<file path="config.mk">
export PLATFORM = sky130hd
export DESIGN_NAME = des_decrypt_key_sched
export DESIGN_NICKNAME = d
export VERILOG_FILES = /design/src/rtl/des_decrypt_key_sched.sv
export SDC_FILE = /design/constraint.sdc
export NUM_CORES = 1
export LEC_CHECK = 0
export BUFFER_PORTS_ARGS = -buffer_cell sky130_fd_sc_hd__buf_2
export CAP_MARGIN = 20
export CORE_MARGIN = 3
export CORE_UTILIZATION = 45
export DETAILED_ROUTE_END_ITERATION = 6
export PLACE_DENSITY = 0.87
export SETUP_SLACK_MARGIN = 0.3
export SYNTH_ARGS = -nofsm -noshare
export SYNTH_HDL_FRONTEND = slang
export SYNTH_SLANG_ARGS = --single-unit
</file>
<file path="constraint.sdc">
create_clock -name clk -period 1.95 [get_ports clk]
set_input_delay 0.585 -clock clk [delete_from_list [all_inputs] [get_ports clk]]
set_output_delay 0.585 -clock clk [all_outputs]
set_load 0.02 [all_outputs]
</file>
<file path="src/rtl/des_decrypt_key_sched.sv">
// DES decryption key scheduler: emits K16..K1 over valid/ready by right-rotating the PC-1 halves.
// Optional key parity check is enabled by defining DES_KEY_PARITY_CHK_EN.
module des_decrypt_key_sched (
  input  logic        clk,
  input  logic        n_rst,
  input  logic [63:0] key_in,
  input  logic        start,
  output logic [47:0] subkey,
  output logic [4:0]  key_idx,
  output logic        subkey_valid,
  input  logic        subkey_ready,
  output logic        busy,
  output logic        done
`ifdef DES_KEY_PARITY_CHK_EN
  ,
  output logic        parity_err
`endif
);

  typedef enum logic [1:0] {
    ST_IDLE = 2'd0,
    ST_RUN  = 2'd1,
    ST_DONE = 2'd2
  } state_t;

  // FIPS 46-3 tables, 1-based bit numbers with bit 1 as the MSB
  localparam int PC1_TBL [56] = '{
    57, 49, 41, 33, 25, 17,  9,  1, 58, 50, 42, 34, 26, 18,
    10,  2, 59, 51, 43, 35, 27, 19, 11,  3, 60, 52, 44, 36,
    63, 55, 47, 39, 31, 23, 15,  7, 62, 54, 46, 38, 30, 22,
    14,  6, 61, 53, 45, 37, 29, 21, 13,  5, 28, 20, 12,  4
  };

  localparam int PC2_TBL [48] = '{
    14, 17, 11, 24,  1,  5,  3, 28, 15,  6, 21, 10,
    23, 19, 12,  4, 26,  8, 16,  7, 27, 20, 13,  2,
    41, 52, 31, 37, 47, 55, 30, 40, 51, 45, 33, 48,
    44, 49, 39, 56, 34, 53, 46, 42, 50, 36, 29, 32
  };

  function automatic logic [55:0] pc1(input logic [63:0] k);
    logic [55:0] r;
    r = 56'd0;
    for (int i = 0; i < 56; i++) begin
      r[6'(55 - i)] = k[6'(64 - PC1_TBL[i])];
    end
    return r;
  endfunction

  function automatic logic [47:0] pc2(input logic [55:0] cd);
    logic [47:0] r;
    r = 48'd0;
    for (int j = 0; j < 48; j++) begin
      r[6'(47 - j)] = cd[6'(56 - PC2_TBL[j])];
    end
    return r;
  endfunction

  function automatic logic [27:0] rotr1(input logic [27:0] x);
    return {x[0], x[27:1]};
  endfunction

  function automatic logic [27:0] rotr2(input logic [27:0] x);
    return {x[1:0], x[27:2]};
  endfunction

`ifdef DES_KEY_PARITY_CHK_EN
  // True when any byte has even parity; DES keys need odd parity in every byte
  function automatic logic key_parity_bad(input logic [63:0] k);
    logic [63:0] t;
    logic        bad;
    t   = k;
    bad = 1'b0;
    for (int b = 0; b < 8; b++) begin
      if ((^t[7:0]) == 1'b0) begin
        bad = 1'b1;
      end else begin
        bad = bad;
      end
      t = {8'h00, t[63:8]};
    end
    return bad;
  endfunction
`else
  logic unused_key_parity_bits;
  assign unused_key_parity_bits = ^{key_in[56], key_in[48], key_in[40], key_in[32],
                                    key_in[24], key_in[16], key_in[8],  key_in[0]};
`endif

  state_t      state_q, state_d;
  logic [27:0] c_q, c_d;
  logic [27:0] d_q, d_d;
  logic [4:0]  step_q, step_d;
  logic [4:0]  step_inc;
  logic        accept;
`ifdef DES_KEY_PARITY_CHK_EN
  logic        parity_err_q, parity_err_d;
`endif

  assign accept   = (state_q == ST_RUN) && subkey_ready;
  assign step_inc = step_q + 5'd1;

  // State and key-half registers
  always_ff @(posedge clk or negedge n_rst) begin
    if (!n_rst) begin
      state_q      <= ST_IDLE;
      c_q          <= 28'd0;
      d_q          <= 28'd0;
      step_q       <= 5'd0;
`ifdef DES_KEY_PARITY_CHK_EN
      parity_err_q <= 1'b0;
`endif
    end else begin
      state_q      <= state_d;
      c_q          <= c_d;
      d_q          <= d_d;
      step_q       <= step_d;
`ifdef DES_KEY_PARITY_CHK_EN
      parity_err_q <= parity_err_d;
`endif
    end
  end

  // Next-state logic
  always_comb begin
    state_d = state_q;
    case (state_q)
      ST_IDLE: begin
        if (start) begin
          state_d = ST_RUN;
        end else begin
          state_d = ST_IDLE;
        end
      end
      ST_RUN: begin
        if (accept && (step_q == 5'd16)) begin
          state_d = ST_DONE;
        end else begin
          state_d = ST_RUN;
        end
      end
      ST_DONE: state_d = ST_IDLE;
      default: state_d = ST_IDLE;
    endcase
  end

  // Key-half datapath; C16 equals C0, so right rotation walks the schedule backwards
  always_comb begin
    c_d    = c_q;
    d_d    = d_q;
    step_d = step_q;
`ifdef DES_KEY_PARITY_CHK_EN
    parity_err_d = parity_err_q;
`endif
    case (state_q)
      ST_IDLE: begin
        if (start) begin
          {c_d, d_d} = pc1(key_in);
          step_d     = 5'd1;
`ifdef DES_KEY_PARITY_CHK_EN
          parity_err_d = key_parity_bad(key_in);
`endif
        end else begin
          step_d = step_q;
        end
      end
      ST_RUN: begin
        if (accept && (step_q != 5'd16)) begin
          step_d = step_inc;
          if ((step_inc == 5'd2) || (step_inc == 5'd9) || (step_inc == 5'd16)) begin
            c_d = rotr1(c_q);
            d_d = rotr1(d_q);
          end else begin
            c_d = rotr2(c_q);
            d_d = rotr2(d_q);
          end
        end else begin
          step_d = step_q;
        end
      end
      default: begin
        step_d = step_q;
      end
    endcase
  end

  // Output decode from registered state only
  always_comb begin
    subkey_valid = 1'b0;
    busy         = 1'b0;
    done         = 1'b0;
    case (state_q)
      ST_RUN: begin
        subkey_valid = 1'b1;
        busy         = 1'b1;
      end
      ST_DONE: begin
        busy = 1'b1;
        done = 1'b1;
      end
      default: begin
        busy = 1'b0;
      end
    endcase
    if (subkey_valid) begin
      subkey  = pc2({c_q, d_q});
      key_idx = 5'd17 - step_q;
    end else begin
      subkey  = 48'd0;
      key_idx = 5'd0;
    end
  end

`ifdef DES_KEY_PARITY_CHK_EN
  assign parity_err = parity_err_q;
`endif

endmodule

</file>
==> impl_metrics.env, run 1 <==
export IMPL_max_freq_ghz=0.455
export IMPL_hold_viol=0
export IMPL_drt_iter0_drc=300
export IMPL_fin_tns_setup_ns=-11.72
export IMPL_synth_cell_types=41
export IMPL_globalplace_congestion=0.888
export IMPL_switching_share_pct=42.7
export IMPL_ys_async_sr_fraction_pct=100
export IMPL_seq_area_um2=1580
export IMPL_grt_pass1_vias=3483
export IMPL_worstPathRequired_ns=2.18
export IMPL_die_x_um=97.0
export IMPL_p_comb_share_pct=65.0
export IMPL_track_usage_pct=22.8
export IMPL_min_period_ns=2.20
export IMPL_fin_ws_ns=-0.249
export IMPL_fin_worst_skew_ns=0.0119
export IMPL_cts_root_buf="clkbuf_8"
export IMPL_synth_ff_type="dfrtp_1"
export IMPL_route_detailed_drc=0
export IMPL_intPower_uw=6060
export IMPL_path_class="reg2reg"
export IMPL_setup_viol=93
export IMPL_vias_per_cell=5.76
export IMPL_finish_utilization_pct=65.1
export IMPL_syn_mean_instance_area_um2=9.22
export IMPL_p_seq_share_pct=23.0
export IMPL_nFillCells=515
export IMPL_cts_htree_levels=3
export IMPL_post_route_period_util_pct=113
export IMPL_cp_end_kind="flop"
export IMPL_dp_cells=556
export IMPL_ir_worst_vdd_mv=0.928
export IMPL_busiest_layer="met2"
export IMPL_outcome="finished, violations left"
export IMPL_vias=3479
export IMPL_die_h_um=97.0
export IMPL_synth_seq_cells=63
export IMPL_cts_hold_buf=0
export IMPL_placed_area_um2=4240
export IMPL_grt_util_met3_pct=6.13
export IMPL_fin_area_um2=5140
export IMPL_power_leakage_uw=0.00236
export IMPL_hp_class="in2async"
export IMPL_grt_overflow=0
export IMPL_clock_latency_ns=0.35
export IMPL_fin_cells=604
export IMPL_power_density_nw_per_um2=2060
export IMPL_syn_to_final_growth_pct=37.8
export IMPL_drive_gt1_share_pct=36.5
export IMPL_clock_sinks=63
export IMPL_totalWireLength_um=11600
export IMPL_drv_slew=0
export IMPL_hpwlAfterDp_um=6130
export IMPL_yosysSeqAreaShare_pct=42.3
export IMPL_power_share_clock_pct=12.0
export IMPL_syn_cell_area_um2=3730
export IMPL_grt_max_degree=36
export IMPL_grt_util_met1_pct=26.3
export IMPL_io_pins=124
export IMPL_ant_nets=0
export IMPL_synth_enable_flop_cells=0
export IMPL_netSwitchingPower_uw=4520
export IMPL_worstSetupStartpointType="flop"
export IMPL_r2r_cells=9
export IMPL_antenna_found_initial=0
export IMPL_violations="setup timing"
export IMPL_dieArea_um2=9410
export IMPL_dr_pass1_iters=6
export IMPL_clk_pin_slew_worst_paths_ns=0.08
export IMPL_initial_core_util_pct=47.2
export IMPL_io_buffers=53
export IMPL_crit_path_max_fanout=7
export IMPL_wl_per_cell_um=19.2
export IMPL_cts_buffers=9
export IMPL_antenna_diode_count=0
export IMPL_worst_pin_slew_ns=0.535
export IMPL_core_area_um2=7890
export IMPL_yosysWarnings=0
export IMPL_cts_tree="done"
export IMPL_final_nets=574
export IMPL_slew_headroom_pct=64.3
export IMPL_cts_path_max_buffers=2
export IMPL_crit_arrival_ns=2.43
export IMPL_multi_input_area_um2=2060
export IMPL_rsz0062_at_grt="yes"
export IMPL_rows=32
export IMPL_global_route_usage_met2_pct=38.4
export IMPL_hold_ws_ns=0.207
export IMPL_drv_cap=0
export IMPL_grt_pass1_wl_um=17100
export IMPL_synthCells=404
synthesized netlist by cell type (2+ instances only):
library cell | number | area share (%)
dfrtp_1 | 63 | 42
inv_1 | 6 | 0.60
mux2i_1 | 41 | 11
and2_2 | 5 | 1.0
o21ai_0 | 28 | 3.8
nor2b_1 | 3 | 0.50
nand2_1 | 72 | 7.3
nand3_1 | 6 | 0.81
nand2b_1 | 2 | 0.34
xnor2_1 | 3 | 0.71
buf_12 | 4 | 2.1
a31oi_1 | 15 | 2.5
buf_2 | 2 | 0.27
ha_1 | 9 | 3.0
and2_1 | 25 | 4.2
o211ai_1 | 4 | 0.81
nor2_1 | 15 | 1.5
o22ai_1 | 2 | 0.34
o21ai_1 | 35 | 4.7
a21bo_1 | 2 | 0.54
buf_4 | 25 | 5.0
a21oi_1 | 2 | 0.27
clkbuf_1 | 16 | 1.6
nand3b_1 | 2 | 0.40
final cells by class:
class,instances,area share (%)
multi-input cells,309,40.1
flip-flops and latches,63,30.7
repair buffers,108,22.1
clock buffers,11,2.56
well taps,102,2.48
clock inverters,5,1.61
inverters,6,0.438
path summary, 6_finish.rpt:
| kind | start | slack, ns | endpoint |
|---|---|---|---|
| worst max-delay path | step_q[1]$_DFFE_PN0P_ | -0.25 | d_q[14]$_DFFE_PN0P_ |
| worst min-delay path | n_rst | 0.21 | state_q[1]$_DFF_PN0_ |
| worst max register to register | step_q[1]$_DFFE_PN0P_ | -0.25 | d_q[14]$_DFFE_PN0P_ |
| worst min register to register | c_q[5]$_DFFE_PN0P_ | 0.52 | c_q[5]$_DFFE_PN0P_ |
| max in group asynchronous | n_rst | 1.22 | d_q[21]$_DFFE_PN0P_ |
| min in group clk | c_q[5]$_DFFE_PN0P_ | 0.52 | c_q[5]$_DFFE_PN0P_ |
logic make-up after synthesis:
kind of cell	after synthesis	share of synthesized area [%]
compound gates	97	15.4
xor+xnor	3	0.705
fa+ha+maj	9	3.02
buf+inv	54	9.97
flops	63	42.3
mux	41	11.0
other cells	1	0.101
simple gates	136	17.4
power by group through the flow:
| stage | clock [uW] | combinational [uW] | sequential [uW] |
|---|---|---|---|
| after CTS | 1270 | 6270 | 2390 |
| after global placement | 0 | 5020 | 2350 |
| after global routing | 1330 | 7270 | 2500 |
| after floorplan | 0 | 4290 | 2260 |
| final | 1270 | 6880 | 2430 |
| after detailed placement | 0 | 5210 | 2400 |
what timing repair did:
| action | 4_1_cts | 5_1_grt |
|---|---|---|
| setup buffers | 13 | 12 |
| pin swaps | 9 | 3 |
| setup endpoints to repair | 95 | 95 |
| cloned | 3 | 4 |
| resized for setup | 90 | 8 |
sequential cells by signal, summed over array words and instances, names as in the netlist:
signal   cells
state_q      2
c_q         28
step_q       5
d_q         28
critical path, stage by stage (launching register included):
cell,delay [ns]
dfrtp_1,0.41
ha_2,0.21
a21bo_1,0.23
nand3_1,0.16
nand3_2,0.10
a32o_2,0.33
buf_12,0.16
buf_8,0.13
mux2i_1,0.24
o21ai_1,0.11
stage by stage:
stage                     total power, uW  setup WS (ns)
final                               10600         -0.249
after global routing                11100         -0.288
after CTS                            9920         -0.116
after detailed placement             7600        -0.0902
after global placement               7370        -0.0322
after floorplan                      6560         0.0573
cells in the final DEF (no fill, tap or decap), types with 8 or more instances in the layout:
| master | synthesis | final |
|---|---|---|
| nand2_1 | 72 | 69 |
| conb_1 | 1 | 22 |
| mux2i_1 | 41 | 39 |
| o21ai_0 | 28 | 28 |
| o21ai_1 | 35 | 35 |
| buf_4 | 25 | 32 |
| nor2_1 | 15 | 15 |
| buf_2 | 2 | 19 |
| and2_4 | 0 | 30 |
| clkbuf_8 | 0 | 9 |
| dfrtp_1 | 63 | 62 |
| a31oi_1 | 15 | 14 |
| buf_12 | 4 | 8 |
| buf_6 | 1 | 42 |
per-layer routing:
layer  share of wire (%)  wire length (um)
met4                 5.1               590
met1                  37              4270
met5                   0                 0
met3                 7.8               907
met2                  50              5800
Note: power is estimated with default switching activity, not from simulation.
==> run 2: changes to the inputs <==
Settings changed: PLACE_DENSITY 0.87 to 0.84.
Clock period 1.95 ns to 2.85 ns, I/O delays scaled along.
==> impl_metrics.env, run 2 (synthesis results as in run 1) <==
export IMPL_grt_max_degree=61
export IMPL_syn_to_final_growth_pct=12.1
export IMPL_layout_common_cells="nand2_1, dfrtp_1, buf_2"
export IMPL_path_class="reg2out"
export IMPL_ir_worst_vdd_mv=0.734
export IMPL_cts_path_max_buffers=2
export IMPL_max_stage_delay_ns=0.38
export IMPL_final_nets=526
export IMPL_grt_overflow=0
export IMPL_vias_per_cell=5.41
export IMPL_totalWireLength_um=8080
export IMPL_core_area_um2=7890
export IMPL_r2r_start="step_q[0]$_DFFE_PN0P_"
export IMPL_io_pins=124
export IMPL_globalplace_congestion=0.799
export IMPL_crit_arrival_ns=1.56
export IMPL_hpwlAfterDp_um=5280
export IMPL_grt_pass1_wl_um=13600
export IMPL_nFillCells=698
export IMPL_cts_setup_buffers=0
export IMPL_track_usage_pct=17.5
export IMPL_drive_gt1_share_pct=20.8
export IMPL_hp_class="reg2reg"
export IMPL_worst_pin_slew_ns=0.629
export IMPL_hold_viol=0
export IMPL_critPathSlowestCell="dfrtp_1"
export IMPL_fin_worst_skew_ns=0.00868
export IMPL_cp_end_kind="output port"
export IMPL_vias=3003
export IMPL_crit_path_max_fanout=22
export IMPL_setup_viol=0
export IMPL_min_period_ns=2.41
export IMPL_ant_nets=0
export IMPL_clock_latency_ns=0.34
export IMPL_power_leakage_uw=0.00192
export IMPL_cp_top_family="buffers and inverters"
export IMPL_drv_slew=0
export IMPL_path_cells="inv_1, ha_4, buf_12, and2_2, buf_2"
export IMPL_cts_buffers=9
export IMPL_p_total_uw=5470
export IMPL_antenna_found_initial=0
export IMPL_io_buffers=53
export IMPL_grt_pass1_vias=2901
export IMPL_critPathBufInv=3
export IMPL_cts_htree_levels=3
export IMPL_outcome="finished clean"
export IMPL_rows=32
export IMPL_power_density_nw_per_um2=1310
export IMPL_top_regs="c_q (28), d_q (28), step_q (5)"
export IMPL_wl_per_cell_um=14.6
export IMPL_dieArea_um2=9410
export IMPL_antenna_diode_count=0
export IMPL_clock_sinks=63
export IMPL_cts_hold_buf=0
export IMPL_rsz0062_at_grt="no"
export IMPL_dr_pass1_iters=4
export IMPL_cts_tree="done"
export IMPL_die_x_um=97.0
export IMPL_drt_iter0_drc=149
export IMPL_final_common_cell="nand2_1"
export IMPL_min_from="d_q[20]$_DFFE_PN0P_"
export IMPL_max_freq_ghz=0.414
export IMPL_die_h_um=97.0
export IMPL_worstPathRequired_ns=2.00
export IMPL_clk_pin_slew_worst_paths_ns=0.06
export IMPL_route_detailed_drc=0
export IMPL_fin_tns_setup_ns=0
export IMPL_post_route_period_util_pct=84.7
export IMPL_worstSetupStartpointType="flop"
export IMPL_drv_cap=0
export IMPL_cts_root_buf="clkbuf_8"
export IMPL_startpoint="state_q[1]$_DFF_PN0_"
export IMPL_slew_headroom_pct=58.1
export IMPL_initial_core_util_pct=47.2
run 2: changes by cell type in the layout (fill, tap and decap cells not counted), moves of 4 or more:
cell	change
buf_6	-42
and2_1	+24
inv_1	+4
buf_4	-29
and2_2	+5
buf_12	-4
buf_2	+34
inv_2	-4
and2_4	-29
run 2: cell type report:
type                            instances  area [um2]  area share (%)
Multi-Input combinational cell        308        1880            45.0
Tap cell                              102         128            3.05
Timing Repair Buffer                   61         393            9.40
Sequential cell                        63        1580            37.7
Inverter                                6        22.5           0.539
Clock buffer                           10         128            3.05
Clock inverter                          5        50.0            1.20
run 2: path summary, 6_finish.rpt:
| path | to | cells past startpoint | slack [ns] |
|---|---|---|---|
| max | subkey[5] | 5 | 0.44 |
| min | d_q[20]$_DFFE_PN0P_ | 2 | 0.49 |
| max reg2reg | d_q[13]$_DFFE_PN0P_ | 9 | 0.53 |
| min reg2reg | d_q[20]$_DFFE_PN0P_ | 2 | 0.49 |
| max in group asynchronous | c_q[5]$_DFFE_PN0P_ | 2 | 1.70 |
| min in group asynchronous | d_q[18]$_DFFE_PN0P_ | 1 | 0.53 |
run 2: layer usage:
| layer | global-route usage (%) | share of wire, % |
|---|---|---|
| met1 | 23.9 | 44 |
| met2 | 27.0 | 47 |
| met3 | 4.54 | 8.0 |
| met4 | 6.26 | 1.6 |
| met5 | 0 | 0 |
run 2: metrics by stage:
step                      utilization (%)  worst slack (ns)  cells  hold WS (ns)  cell area (um2)
after floorplan                         -             0.351    425         0.447             3810
after global placement               50.0             0.589    539         0.461             3940
after detailed placement             50.0             0.568    539         0.480             3940
after CTS                            52.4             0.331    554         0.493             4130
after global routing                 53.0             0.310    555         0.529             4180
final                                53.0             0.437    555         0.489             4180
run 2: worst register-to-register path, stage by stage (launching register included):
cell and delay [ns]:
dfrtp_1 0.53, inv_1 0.08, ha_1 0.22, and4bb_2 0.27, nand2b_1 0.16, a21oi_2 0.24
o21ai_2 0.21, buf_4 0.30, nand2_1 0.11, o21ai_0 0.09
run 2: report_power, final:
part	leakage, uW	switching, uW	internal (uW)	total, uW
Clock	0.0000957	333	393	725
Combinational	0.00102	1840	1280	3120
Sequential	0.000798	332	1280	1620
run 2: what timing repair did:
item                                   CTS  global route
pin swaps                                0             0
gates resized for setup                  3             4
cloned                                   0             1
endpoints found under the hold margin    0             0
setup endpoints to repair               17             9
